**src/rtl/rom_port_arbiter_if.sv**
```systemverilog
// ============================================================================
// Module   : rom_port_arbiter_if
// Brief    : Requester (F/D) and genrom-side signal bundle for rom_port_arbiter
// Revision : 1.0 - initial release
// ============================================================================
`default_nettype none

interface rom_port_arbiter_if #(
    parameter int MEM_ADDR  = 6,
    parameter int MEM_EXTRA = 4
);
    localparam int c_DATA_W = (2 ** MEM_EXTRA) * 8;

    logic                  f_req;
    logic                  d_req;
    logic [MEM_ADDR:0]     f_addr;
    logic [MEM_ADDR:0]     d_addr;
    logic [MEM_EXTRA-1:0]  f_extra;
    logic [MEM_EXTRA-1:0]  d_extra;
    logic [MEM_ADDR:0]     f_lo;
    logic [MEM_ADDR:0]     f_hi;
    logic [MEM_ADDR:0]     d_lo;
    logic [MEM_ADDR:0]     d_hi;
    logic                  f_ack;
    logic                  d_ack;
    logic [c_DATA_W-1:0]   f_data;
    logic [c_DATA_W-1:0]   d_data;
    logic                  f_error;
    logic                  d_error;
    logic [MEM_ADDR:0]     mem_addr;
    logic [MEM_EXTRA-1:0]  mem_extra;
    logic [MEM_ADDR:0]     mem_lower_bound;
    logic [MEM_ADDR:0]     mem_upper_bound;
    logic [c_DATA_W-1:0]   mem_data;
    logic                  mem_error;
    logic                  busy;

    modport slave (
        input  f_req, d_req, f_addr, d_addr, f_extra, d_extra,
               f_lo, f_hi, d_lo, d_hi, mem_data, mem_error,
        output f_ack, d_ack, f_data, d_data, f_error, d_error,
               mem_addr, mem_extra, mem_lower_bound, mem_upper_bound, busy
    );

    modport master (
        output f_req, d_req, f_addr, d_addr, f_extra, d_extra,
               f_lo, f_hi, d_lo, d_hi, mem_data, mem_error,
        input  f_ack, d_ack, f_data, d_data, f_error, d_error,
               mem_addr, mem_extra, mem_lower_bound, mem_upper_bound, busy
    );
endinterface

`default_nettype wire

```
**src/rtl/rom_port_arbiter.sv**
```systemverilog
// ============================================================================
// Module   : rom_port_arbiter
// Brief    : Round-robin sharing of the genrom read port between fetch (F) and
//            data (D) requesters, one transaction in flight.
// Revision : 1.0 - initial release
// ============================================================================
`default_nettype none

module rom_port_arbiter #(
    parameter int MEM_ADDR    = 6,
    parameter int MEM_EXTRA   = 4,
    parameter int ROM_LATENCY = 1
) (
    input  wire logic             clk,
    input  wire logic             reset,
    rom_port_arbiter_if.slave     bus
);
    localparam int c_DATA_W = (2 ** MEM_EXTRA) * 8;
    localparam int c_CNT_W  = (ROM_LATENCY < 2) ? 1 : $clog2(ROM_LATENCY + 1);

    localparam logic [c_CNT_W-1:0] c_CNT_LOAD = c_CNT_W'(ROM_LATENCY);
    localparam logic [c_CNT_W-1:0] c_CNT_ONE  = c_CNT_W'(1);

    localparam logic [1:0] c_IDLE = 2'd0;
    localparam logic [1:0] c_WAIT = 2'd1;
    localparam logic [1:0] c_DONE = 2'd2;

    localparam logic c_GRANT_F = 1'b0;
    localparam logic c_GRANT_D = 1'b1;

    logic [1:0]           state_q,     state_d;
    logic                 grant_q,     grant_d;
    logic [c_CNT_W-1:0]   cnt_q,       cnt_d;
    logic [MEM_ADDR:0]    mem_addr_q,  mem_addr_d;
    logic [MEM_EXTRA-1:0] mem_extra_q, mem_extra_d;
    logic [MEM_ADDR:0]    mem_lo_q,    mem_lo_d;
    logic [MEM_ADDR:0]    mem_hi_q,    mem_hi_d;
    logic                 f_ack_q,     f_ack_d;
    logic                 d_ack_q,     d_ack_d;
    logic [c_DATA_W-1:0]  f_data_q,    f_data_d;
    logic [c_DATA_W-1:0]  d_data_q,    d_data_d;
    logic                 f_error_q,   f_error_d;
    logic                 d_error_q,   d_error_d;

    logic                 w_pick_d;

    // grant_q doubles as last_grant: it always names the most recent grantee.
    assign w_pick_d = bus.d_req && (!bus.f_req || (grant_q == c_GRANT_F));

    always_comb begin
        state_d     = state_q;
        grant_d     = grant_q;
        cnt_d       = cnt_q;
        mem_addr_d  = mem_addr_q;
        mem_extra_d = mem_extra_q;
        mem_lo_d    = mem_lo_q;
        mem_hi_d    = mem_hi_q;
        f_ack_d     = 1'b0;
        d_ack_d     = 1'b0;
        f_data_d    = f_data_q;
        d_data_d    = d_data_q;
        f_error_d   = f_error_q;
        d_error_d   = d_error_q;

        case (state_q)
            c_IDLE: begin
                if (bus.f_req || bus.d_req) begin
                    cnt_d   = c_CNT_LOAD;
                    state_d = c_WAIT;
                    if (w_pick_d) begin
                        grant_d     = c_GRANT_D;
                        mem_addr_d  = bus.d_addr;
                        mem_extra_d = bus.d_extra;
                        mem_lo_d    = bus.d_lo;
                        mem_hi_d    = bus.d_hi;
                    end else begin
                        grant_d     = c_GRANT_F;
                        mem_addr_d  = bus.f_addr;
                        mem_extra_d = bus.f_extra;
                        mem_lo_d    = bus.f_lo;
                        mem_hi_d    = bus.f_hi;
                    end
                end
            end
            c_WAIT: begin
                if (cnt_q == '0) begin
                    state_d = c_DONE;
                    if (grant_q == c_GRANT_D) begin
                        d_data_d  = bus.mem_data;
                        d_error_d = bus.mem_error;
                        d_ack_d   = 1'b1;
                    end else begin
                        f_data_d  = bus.mem_data;
                        f_error_d = bus.mem_error;
                        f_ack_d   = 1'b1;
                    end
                end else begin
                    cnt_d = cnt_q - c_CNT_ONE;
                end
            end
            c_DONE: begin
                state_d = c_IDLE;
            end
            default: begin
                state_d = c_IDLE;
            end
        endcase
    end

    always_ff @(posedge clk or posedge reset) begin
        if (reset) begin
            state_q     <= c_IDLE;
            grant_q     <= c_GRANT_D;
            cnt_q       <= '0;
            mem_addr_q  <= '0;
            mem_extra_q <= '0;
            mem_lo_q    <= '0;
            mem_hi_q    <= '1;
            f_ack_q     <= 1'b0;
            d_ack_q     <= 1'b0;
            f_data_q    <= '0;
            d_data_q    <= '0;
            f_error_q   <= 1'b0;
            d_error_q   <= 1'b0;
        end else begin
            state_q     <= state_d;
            grant_q     <= grant_d;
            cnt_q       <= cnt_d;
            mem_addr_q  <= mem_addr_d;
            mem_extra_q <= mem_extra_d;
            mem_lo_q    <= mem_lo_d;
            mem_hi_q    <= mem_hi_d;
            f_ack_q     <= f_ack_d;
            d_ack_q     <= d_ack_d;
            f_data_q    <= f_data_d;
            d_data_q    <= d_data_d;
            f_error_q   <= f_error_d;
            d_error_q   <= d_error_d;
        end
    end

    assign bus.mem_addr        = mem_addr_q;
    assign bus.mem_extra       = mem_extra_q;
    assign bus.mem_lower_bound = mem_lo_q;
    assign bus.mem_upper_bound = mem_hi_q;
    assign bus.f_ack           = f_ack_q;
    assign bus.d_ack           = d_ack_q;
    assign bus.f_data          = f_data_q;
    assign bus.d_data          = d_data_q;
    assign bus.f_error         = f_error_q;
    assign bus.d_error         = d_error_q;
    assign bus.busy            = (state_q != c_IDLE);

endmodule

`default_nettype wire

```
**src/flat_wrapper.sv**
```systemverilog
// flat-port wrapper written by rule: the top's interface ports become plain ports
module rom_port_arbiter_flat 
#(
    parameter int MEM_ADDR    = 6,
    parameter int MEM_EXTRA   = 4,
    parameter int ROM_LATENCY = 1
)
  (clk, reset, bus_f_req, bus_d_req, bus_f_addr, bus_d_addr, bus_f_extra, bus_d_extra, bus_f_lo, bus_f_hi, bus_d_lo, bus_d_hi, bus_mem_data, bus_mem_error, bus_f_ack, bus_d_ack, bus_f_data, bus_d_data, bus_f_error, bus_d_error, bus_mem_addr, bus_mem_extra, bus_mem_lower_bound, bus_mem_upper_bound, bus_busy);
  rom_port_arbiter_if #(.MEM_ADDR(MEM_ADDR), .MEM_EXTRA(MEM_EXTRA)) bus_i ();
  input  wire logic clk;
  input  wire logic reset;
  input wire logic [$bits(bus_i.f_req)-1:0] bus_f_req;
  input wire logic [$bits(bus_i.d_req)-1:0] bus_d_req;
  input wire logic [$bits(bus_i.f_addr)-1:0] bus_f_addr;
  input wire logic [$bits(bus_i.d_addr)-1:0] bus_d_addr;
  input wire logic [$bits(bus_i.f_extra)-1:0] bus_f_extra;
  input wire logic [$bits(bus_i.d_extra)-1:0] bus_d_extra;
  input wire logic [$bits(bus_i.f_lo)-1:0] bus_f_lo;
  input wire logic [$bits(bus_i.f_hi)-1:0] bus_f_hi;
  input wire logic [$bits(bus_i.d_lo)-1:0] bus_d_lo;
  input wire logic [$bits(bus_i.d_hi)-1:0] bus_d_hi;
  input wire logic [$bits(bus_i.mem_data)-1:0] bus_mem_data;
  input wire logic [$bits(bus_i.mem_error)-1:0] bus_mem_error;
  output wire logic [$bits(bus_i.f_ack)-1:0] bus_f_ack;
  output wire logic [$bits(bus_i.d_ack)-1:0] bus_d_ack;
  output wire logic [$bits(bus_i.f_data)-1:0] bus_f_data;
  output wire logic [$bits(bus_i.d_data)-1:0] bus_d_data;
  output wire logic [$bits(bus_i.f_error)-1:0] bus_f_error;
  output wire logic [$bits(bus_i.d_error)-1:0] bus_d_error;
  output wire logic [$bits(bus_i.mem_addr)-1:0] bus_mem_addr;
  output wire logic [$bits(bus_i.mem_extra)-1:0] bus_mem_extra;
  output wire logic [$bits(bus_i.mem_lower_bound)-1:0] bus_mem_lower_bound;
  output wire logic [$bits(bus_i.mem_upper_bound)-1:0] bus_mem_upper_bound;
  output wire logic [$bits(bus_i.busy)-1:0] bus_busy;
  assign bus_i.f_req = bus_f_req;
  assign bus_i.d_req = bus_d_req;
  assign bus_i.f_addr = bus_f_addr;
  assign bus_i.d_addr = bus_d_addr;
  assign bus_i.f_extra = bus_f_extra;
  assign bus_i.d_extra = bus_d_extra;
  assign bus_i.f_lo = bus_f_lo;
  assign bus_i.f_hi = bus_f_hi;
  assign bus_i.d_lo = bus_d_lo;
  assign bus_i.d_hi = bus_d_hi;
  assign bus_i.mem_data = bus_mem_data;
  assign bus_i.mem_error = bus_mem_error;
  assign bus_f_ack = bus_i.f_ack;
  assign bus_d_ack = bus_i.d_ack;
  assign bus_f_data = bus_i.f_data;
  assign bus_d_data = bus_i.d_data;
  assign bus_f_error = bus_i.f_error;
  assign bus_d_error = bus_i.d_error;
  assign bus_mem_addr = bus_i.mem_addr;
  assign bus_mem_extra = bus_i.mem_extra;
  assign bus_mem_lower_bound = bus_i.mem_lower_bound;
  assign bus_mem_upper_bound = bus_i.mem_upper_bound;
  assign bus_busy = bus_i.busy;
  rom_port_arbiter #(.MEM_ADDR(MEM_ADDR), .MEM_EXTRA(MEM_EXTRA), .ROM_LATENCY(ROM_LATENCY)) u_core (.clk(clk), .reset(reset), .bus(bus_i));
endmodule
```
**config.mk**
```make
export PLATFORM = sky130hd
export DESIGN_NAME = rom_port_arbiter_flat
export DESIGN_NICKNAME = d
export VERILOG_FILES = /design/src/rtl/rom_port_arbiter_if.sv /design/src/rtl/rom_port_arbiter.sv /design/src/flat_wrapper.sv
export SDC_FILE = /design/constraint.sdc
export NUM_CORES = 1
export LEC_CHECK = 0
export ABC_AREA = 1
export BUFFER_PORTS_ARGS = -buffer_cell sky130_fd_sc_hd__buf_4
export CAP_MARGIN = 20
export CORE_AREA = 3 3 179 181
export CTS_BUF_LIST = sky130_fd_sc_hd__clkbuf_16
export DETAILED_ROUTE_END_ITERATION = 8
export DIE_AREA = 0 0 182 184
export PLACE_DENSITY = 0.72
export SLEW_MARGIN = 20
export SYNTH_ARGS = -nofsm -noshare
export SYNTH_HDL_FRONTEND = slang
export SYNTH_SLANG_ARGS = --single-unit
```
**constraint.sdc**
```tcl
create_clock -name clk -period 27.6 [get_ports clk]
set_clock_uncertainty 0.1 [all_clocks]
set_input_delay 5.52 -clock clk [delete_from_list [all_inputs] [get_ports clk]]
set_output_delay 5.52 -clock clk [all_outputs]
set_load 0.005 [all_outputs]
```
==> results.sh, run 1 <==
export IMPL_status="finished, final reports clean"
export IMPL_area_growth_pct=36.2
export IMPL_rows=64
export IMPL_synth_warnings=0
export IMPL_synth_top_family_by_area="compound AO/OA/AOI/OAI gates"
export IMPL_top_level_ports=469
export IMPL_finalCriticalPeriod_ps=7330
export IMPL_required_ps=28040
export IMPL_hold_path_class="flip-flop to flip-flop"
export IMPL_first_pass_iters=4
export IMPL_crit_path_frequent_cell="buf_4"
export IMPL_ctsLongestPathBuffers=3
export IMPL_die_area_sq_um=33500
export IMPL_worstPathCellList="buf_4 -> inv_8 -> buf_4 -> buf_4"
export IMPL_clk_pin_slew_ps=60
export IMPL_synth_top_area_cell="dfrtp_1"
export IMPL_reg2reg_from="u_core.grant_q"
export IMPL_fin_tns_setup_ps=0
export IMPL_worst_path_max_delay_cell="buf_4"
export IMPL_drt_wl_total_um=33600
export IMPL_core_sq_um=30600
export IMPL_r2r_end="u_core.bus.f_data[74]"
export IMPL_post_route_period_util_pct=26.6
export IMPL_synth_mux_area_share_pct=0
export IMPL_vias=9466
export IMPL_clk_insertion_delay_late_ps=540
export IMPL_antenna_found_initial=1
export IMPL_postSynthAreaPerCell_sq_um=10.0
export IMPL_viasPerCell=4.59
export IMPL_drc=0
export IMPL_grt_pass1_wl_um=52300
export IMPL_syn_area_sq_um=12100
export IMPL_yosys_area_share_adder_pct=0
export IMPL_h_tree_depth=1
export IMPL_final_cell_mix="buf_4, nand2_1, dfrtp_1"
export IMPL_synthTopCellsByArea="dfrtp_1, o21ai_2, nand2_1"
export IMPL_worstPathArrival_ps=7780
export IMPL_min_path_cells=2
export IMPL_synthXorXnorAreaFrac_pct=0
export IMPL_hold_viol_final=0
export IMPL_start_util_pct=39.5
export IMPL_chipHeight_um=184
export IMPL_grt_pass1_vias=9564
export IMPL_hold_end="u_core.bus.f_data[19]"
export IMPL_r2r_cells=5
export IMPL_end_kind="asynchronous set/reset pin"
export IMPL_synth_cells=1202
export IMPL_powerDensity_nw_per_um2=120
export IMPL_slew_viol_final=0
export IMPL_syn_nets=1385
export IMPL_peakVddDrop_mv=0.0574
export IMPL_drv_cap=0
export IMPL_synth_compound_area_share_pct=15.8
export IMPL_fmax_mhz=136
export IMPL_dp_hpwl_um=24500
export IMPL_synth_ff_latch_count=289
export IMPL_cts_buffers=30
export IMPL_critical_path_class="input port to asynchronous set/reset pin"
export IMPL_rsz0062_at_grt="no"
export IMPL_gp_congestion=0.862
export IMPL_final_setup_worst_slack_ps=20270
export IMPL_grt_start_max_net_pins=103
export IMPL_path_max_fanout=76
export IMPL_first_iter_violations=480
export IMPL_clock_sinks=289
export IMPL_cts_setup_buffers=0
export IMPL_holdCritStartpoint="u_core.bus.f_data[19]"
export IMPL_io_buffer_count=468
export IMPL_max_slew_margin_pct=27.3
export IMPL_rrSetupSlack_ps=24350
export IMPL_cts_root_buffer="clkbuf_16"
export IMPL_fin_util_pct=53.8
export IMPL_critPathBufInv=4
export IMPL_grt_overflow=0
export IMPL_ctsHoldBuffers=0
export IMPL_layout_commonest_cell="buf_4"
export IMPL_wl_per_cell_um=16.3
export IMPL_setup_viol=0
export IMPL_critical_path_top_delay_family="buffers and inverters"
export IMPL_finish_net_count=1825
export IMPL_synthSimpleGateAreaFrac_pct=13.1
export IMPL_worstSetupStartpointType="input port"
export IMPL_cts_tree="built"
export IMPL_ant_nets=0
export IMPL_pre_cts_slack_ps=19580
export IMPL_cts_resized=0
export IMPL_track_usage_pct=19.2
export IMPL_die_w_um=182
export IMPL_drive_gt1_share_pct=41.8
export IMPL_leakage_nw=8.99
export IMPL_yosysUniqueCellTypes=18
export IMPL_synth_seq_area_share_pct=60.0
export IMPL_worst_pin_slew_ps=1090
export IMPL_cp_slowest_stage_delay_ps=820
export IMPL_netlist_area_leader_share_pct=58.2
[state kept, by name, summed over array words and instances, names as in the netlist, 2 cells and up]
name,flops
u_core.bus.mem_addr,7
u_core.bus.d_data,128
u_core.bus.mem_extra,4
u_core.state_q,2
u_core.bus.f_data,128
u_core.bus.mem_lower_bound,7
u_core.bus.mem_upper_bound,7
[final cells by class]
cell class	instances	area, sq um
clock inverters	25	151
inverters	187	709
repair buffers	476	3580
fillers	2764	14100
multi-input cells	658	3520
diodes	1	2.50
clock buffers	30	751
flip-flops and latches	289	7240
well taps	396	495
[routing by layer]
metal / up-vias / track usage [%] / share of wire (%)
li1: 4619 / - / -
met4: 0 / 5.27 / 2.3
met5: - / 0 / 0
met2: 381 / 33.2 / 50
met1: 4421 / 24.3 / 39
met3: 45 / 4.75 / 8.4
[synthesized netlist by cell type]
cell      count
nand2_1     336
dfrtp_1     281
inv_1       186
o21ai_2     160
o21ai_1      52
nand3_1      50
o21ai_0      50
buf_6        47
clkbuf_1     10
dfstp_2       8
buf_4         6
buf_2         5
nor2_1        4
nand2_4       2
nor2_4        2
inv_2         1
nand2_2       1
nor2_2        1
[worst reg2reg max path, delay by kind of cell, from the launching register on]
kind	cells	cell delay [ps]
buf+inv	2	1630
flops	1	570
simple gates	2	580
compound gates	1	240
[kinds of logic after synthesis]
family	count (synthesis)
DFF	289
and+or+nand+nor	396
AOI/OAI and AO/OA	262
buffers and inverters	255
[per-stage QoR]
stage                     hold WS [ps]  instance area (sq um)  cells  total power [mW]
after floorplan                    356                  12100   1202              1.19
after global placement             363                  15500   2005              1.59
after detailed placement           369                  15500   2005              1.62
after CTS                          384                  16400   2060              2.00
after global routing               398                  16400   2062              2.12
final                              379                  16400   2062              1.97
[worst max path at each step]
stage | depth (start not counted) | start | end
floorplan | 1 | reset | u_core.bus.d_ack
global placement | 4 | reset | u_core.bus.d_data[104]
detailed placement | 4 | reset | u_core.bus.d_data[105]
CTS | 4 | reset | u_core.bus.f_data[114]
global route | 4 | reset | u_core.bus.d_data[114]
finish | 4 | reset | u_core.bus.d_data[114]
[report_power, final]
| group | total [mW] | internal [mW] | switching [mW] | leakage [nW] |
|---|---|---|---|---|
| clock network | 0.371 | 0.206 | 0.164 | 0.456 |
| registers | 0.772 | 0.644 | 0.127 | 3.51 |
| logic | 0.829 | 0.419 | 0.410 | 5.02 |
(Power assumes the default switching activity.)
==> inputs of run 2 (changes only) <==
- CORE_AREA: 3 3 179 181 -> 3 3 181 183
- DIE_AREA: 0 0 182 184 -> 0 0 184 186
- PLACE_DENSITY: 0.72 -> 0.71
- clock period: 27.6 -> 7.6 ns (I/O delays scaled with it)
==> run 2 against run 1 <==
  * Global-route usage shrank 0.79 points
  * Clock power grew to 4.4 times the previous value
  * Via count increased by 0.83%
  * Worst setup slack lost 16000 ps
  * Clock-buffer cell count rose by 1
  * Sequential share of layout area is 0.57 points lower
  * Routed wire length shrank 0.67%
  * Largest cell class unchanged
==> results.sh, run 2 (synthesized netlist as in run 1, its figures left out) <==
export IMPL_final_setup_worst_slack_ps=4630
export IMPL_ctsHoldBuffers=0
export IMPL_grt_pass1_wl_um=50900
export IMPL_slew_viol_final=0
export IMPL_critPathBufInv=2
export IMPL_chipHeight_um=186
export IMPL_finalCriticalPeriod_ps=2970
export IMPL_hold_path_class="flip-flop to flip-flop"
export IMPL_peakVddDrop_mv=0.211
export IMPL_antenna_cells=0
export IMPL_area_growth_pct=38.0
export IMPL_cts_resized=0
export IMPL_wl_per_cell_um=16.1
export IMPL_final_cell_mix="buf_4, nand2_1, dfrtp_1"
export IMPL_track_usage_pct=18.5
export IMPL_first_iter_violations=503
export IMPL_drv_cap=0
export IMPL_cts_setup_buffers=0
export IMPL_path_max_fanout=2
export IMPL_clk_pin_slew_ps=60
export IMPL_critical_path_top_delay_family="flip-flops"
export IMPL_fmax_mhz=336
export IMPL_finalNonFillerCells=2067
export IMPL_top_level_ports=469
export IMPL_rsz0062_at_grt="no"
export IMPL_critical_path_class="flip-flop to output port"
export IMPL_grt_pass1_vias=9306
export IMPL_worstSetupStartpointType="flip-flop"
export IMPL_core_sq_um=31400
export IMPL_worstPathCellList="inv_1 -> nand2_1 -> buf_4"
export IMPL_drive_gt1_share_pct=42.2
export IMPL_hold_end="u_core.bus.mem_upper_bound[4]"
export IMPL_drt_wl_total_um=33400
export IMPL_powerDensity_nw_per_um2=447
export IMPL_cts_buffers=31
export IMPL_rows=65
export IMPL_dp_cells=2011
export IMPL_cts_root_buffer="clkbuf_16"
export IMPL_ant_nets=0
export IMPL_layout_commonest_cell="buf_4"
export IMPL_r2r_cells=5
export IMPL_cp_slowest_stage_delay_ps=370
export IMPL_worstPathArrival_ps=1350
export IMPL_fin_tns_setup_ps=0
export IMPL_end_kind="output port"
export IMPL_io_buffer_count=468
export IMPL_setup_viol=0
export IMPL_rrSetupSlack_ps=4810
export IMPL_leakage_nw=9.07
export IMPL_post_route_period_util_pct=39.1
export IMPL_start_util_pct=38.5
export IMPL_h_tree_depth=1
export IMPL_die_area_sq_um=34200
export IMPL_ctsLongestPathBuffers=3
export IMPL_status="finished, final reports clean"
export IMPL_required_ps=5980
export IMPL_reg2reg_from="u_core.grant_q"
export IMPL_dp_hpwl_um=24100
export IMPL_max_slew_margin_pct=28.9
export IMPL_vias=9545
export IMPL_worst_path_max_delay_cell="dfrtp_1"
export IMPL_finish_net_count=1825
export IMPL_gp_congestion=0.837
export IMPL_cts_tree="built"
export IMPL_antenna_found_initial=0
export IMPL_drc=0
export IMPL_grt_start_max_net_pins=159
export IMPL_r2r_end="u_core.bus.f_data[107]"
export IMPL_worst_pin_slew_ps=1070
export IMPL_die_w_um=184
export IMPL_hold_viol_final=0
export IMPL_pre_cts_slack_ps=4270
export IMPL_holdCritStartpoint="u_core.bus.mem_upper_bound[4]"
export IMPL_first_pass_iters=5
export IMPL_clock_sinks=289
export IMPL_grt_overflow=0
export IMPL_min_path_cells=2
export IMPL_clk_insertion_delay_late_ps=540
export IMPL_viasPerCell=4.62
[run 2: worst max-delay path by stage]
stage                                                to  depth (start not counted)  slack (ps)              start
after global routing                           bus_busy                          3        4540  u_core.state_q[0]
after detailed placement  u_core.bus.mem_upper_bound[3]                          6        4270          bus_f_req
after CTS                                      bus_busy                          3        4600  u_core.state_q[0]
after floorplan                        u_core.bus.d_ack                          1        2150              reset
after global placement    u_core.bus.mem_lower_bound[3]                          6        4290          bus_f_req
final                                          bus_busy                          3        4630  u_core.state_q[0]
[run 2: per-layer routing]
| metal | wire (um) | vias up | track usage (%) |
|---|---|---|---|
| li1 | - | 4631 | - |
| met1 | 13200 | 4445 | 23.3 |
| met2 | 16100 | 408 | 31.1 |
| met3 | 3090 | 61 | 4.94 |
| met4 | 975 | 0 | 5.90 |
| met5 | 0 | - | 0 |
[run 2: cell type report]
type	count	area (sq um)
Tap cell	402	503
Sequential cell	289	7240
Inverter	187	706
Multi-Input combinational cell	658	3520
Fill cell	2851	14700
Clock inverter	25	337
Timing Repair Buffer	475	3580
Clock buffer	31	776
[run 2: worst reg2reg max path: cells and delay by family (launching register included)]
family	cells	cell delay, ps
buffers and inverters	1	1020
AND/OR/NAND/NOR	3	890
flip-flops	1	570
AO/OA/AOI/OAI	1	120
[run 2: through the flow]
| stage | util (%) | cell area, sq um | hold WS, ps | power (mW) |
|---|---|---|---|---|
| after global routing | 53.1 | 16700 | 401 | 7.97 |
| after global placement | 49.5 | 15500 | 358 | 5.78 |
| final | 53.1 | 16700 | 375 | 7.44 |
| after floorplan | - | 12100 | 356 | 4.32 |
| after CTS | 53.1 | 16700 | 374 | 7.53 |
| after detailed placement | 49.5 | 15500 | 365 | 5.86 |
[run 2: where the power goes]
part	internal, mW	switching, mW
registers	2.34	0.464
logic	1.51	1.49
clock network	1.01	0.623
total	4.87	2.58
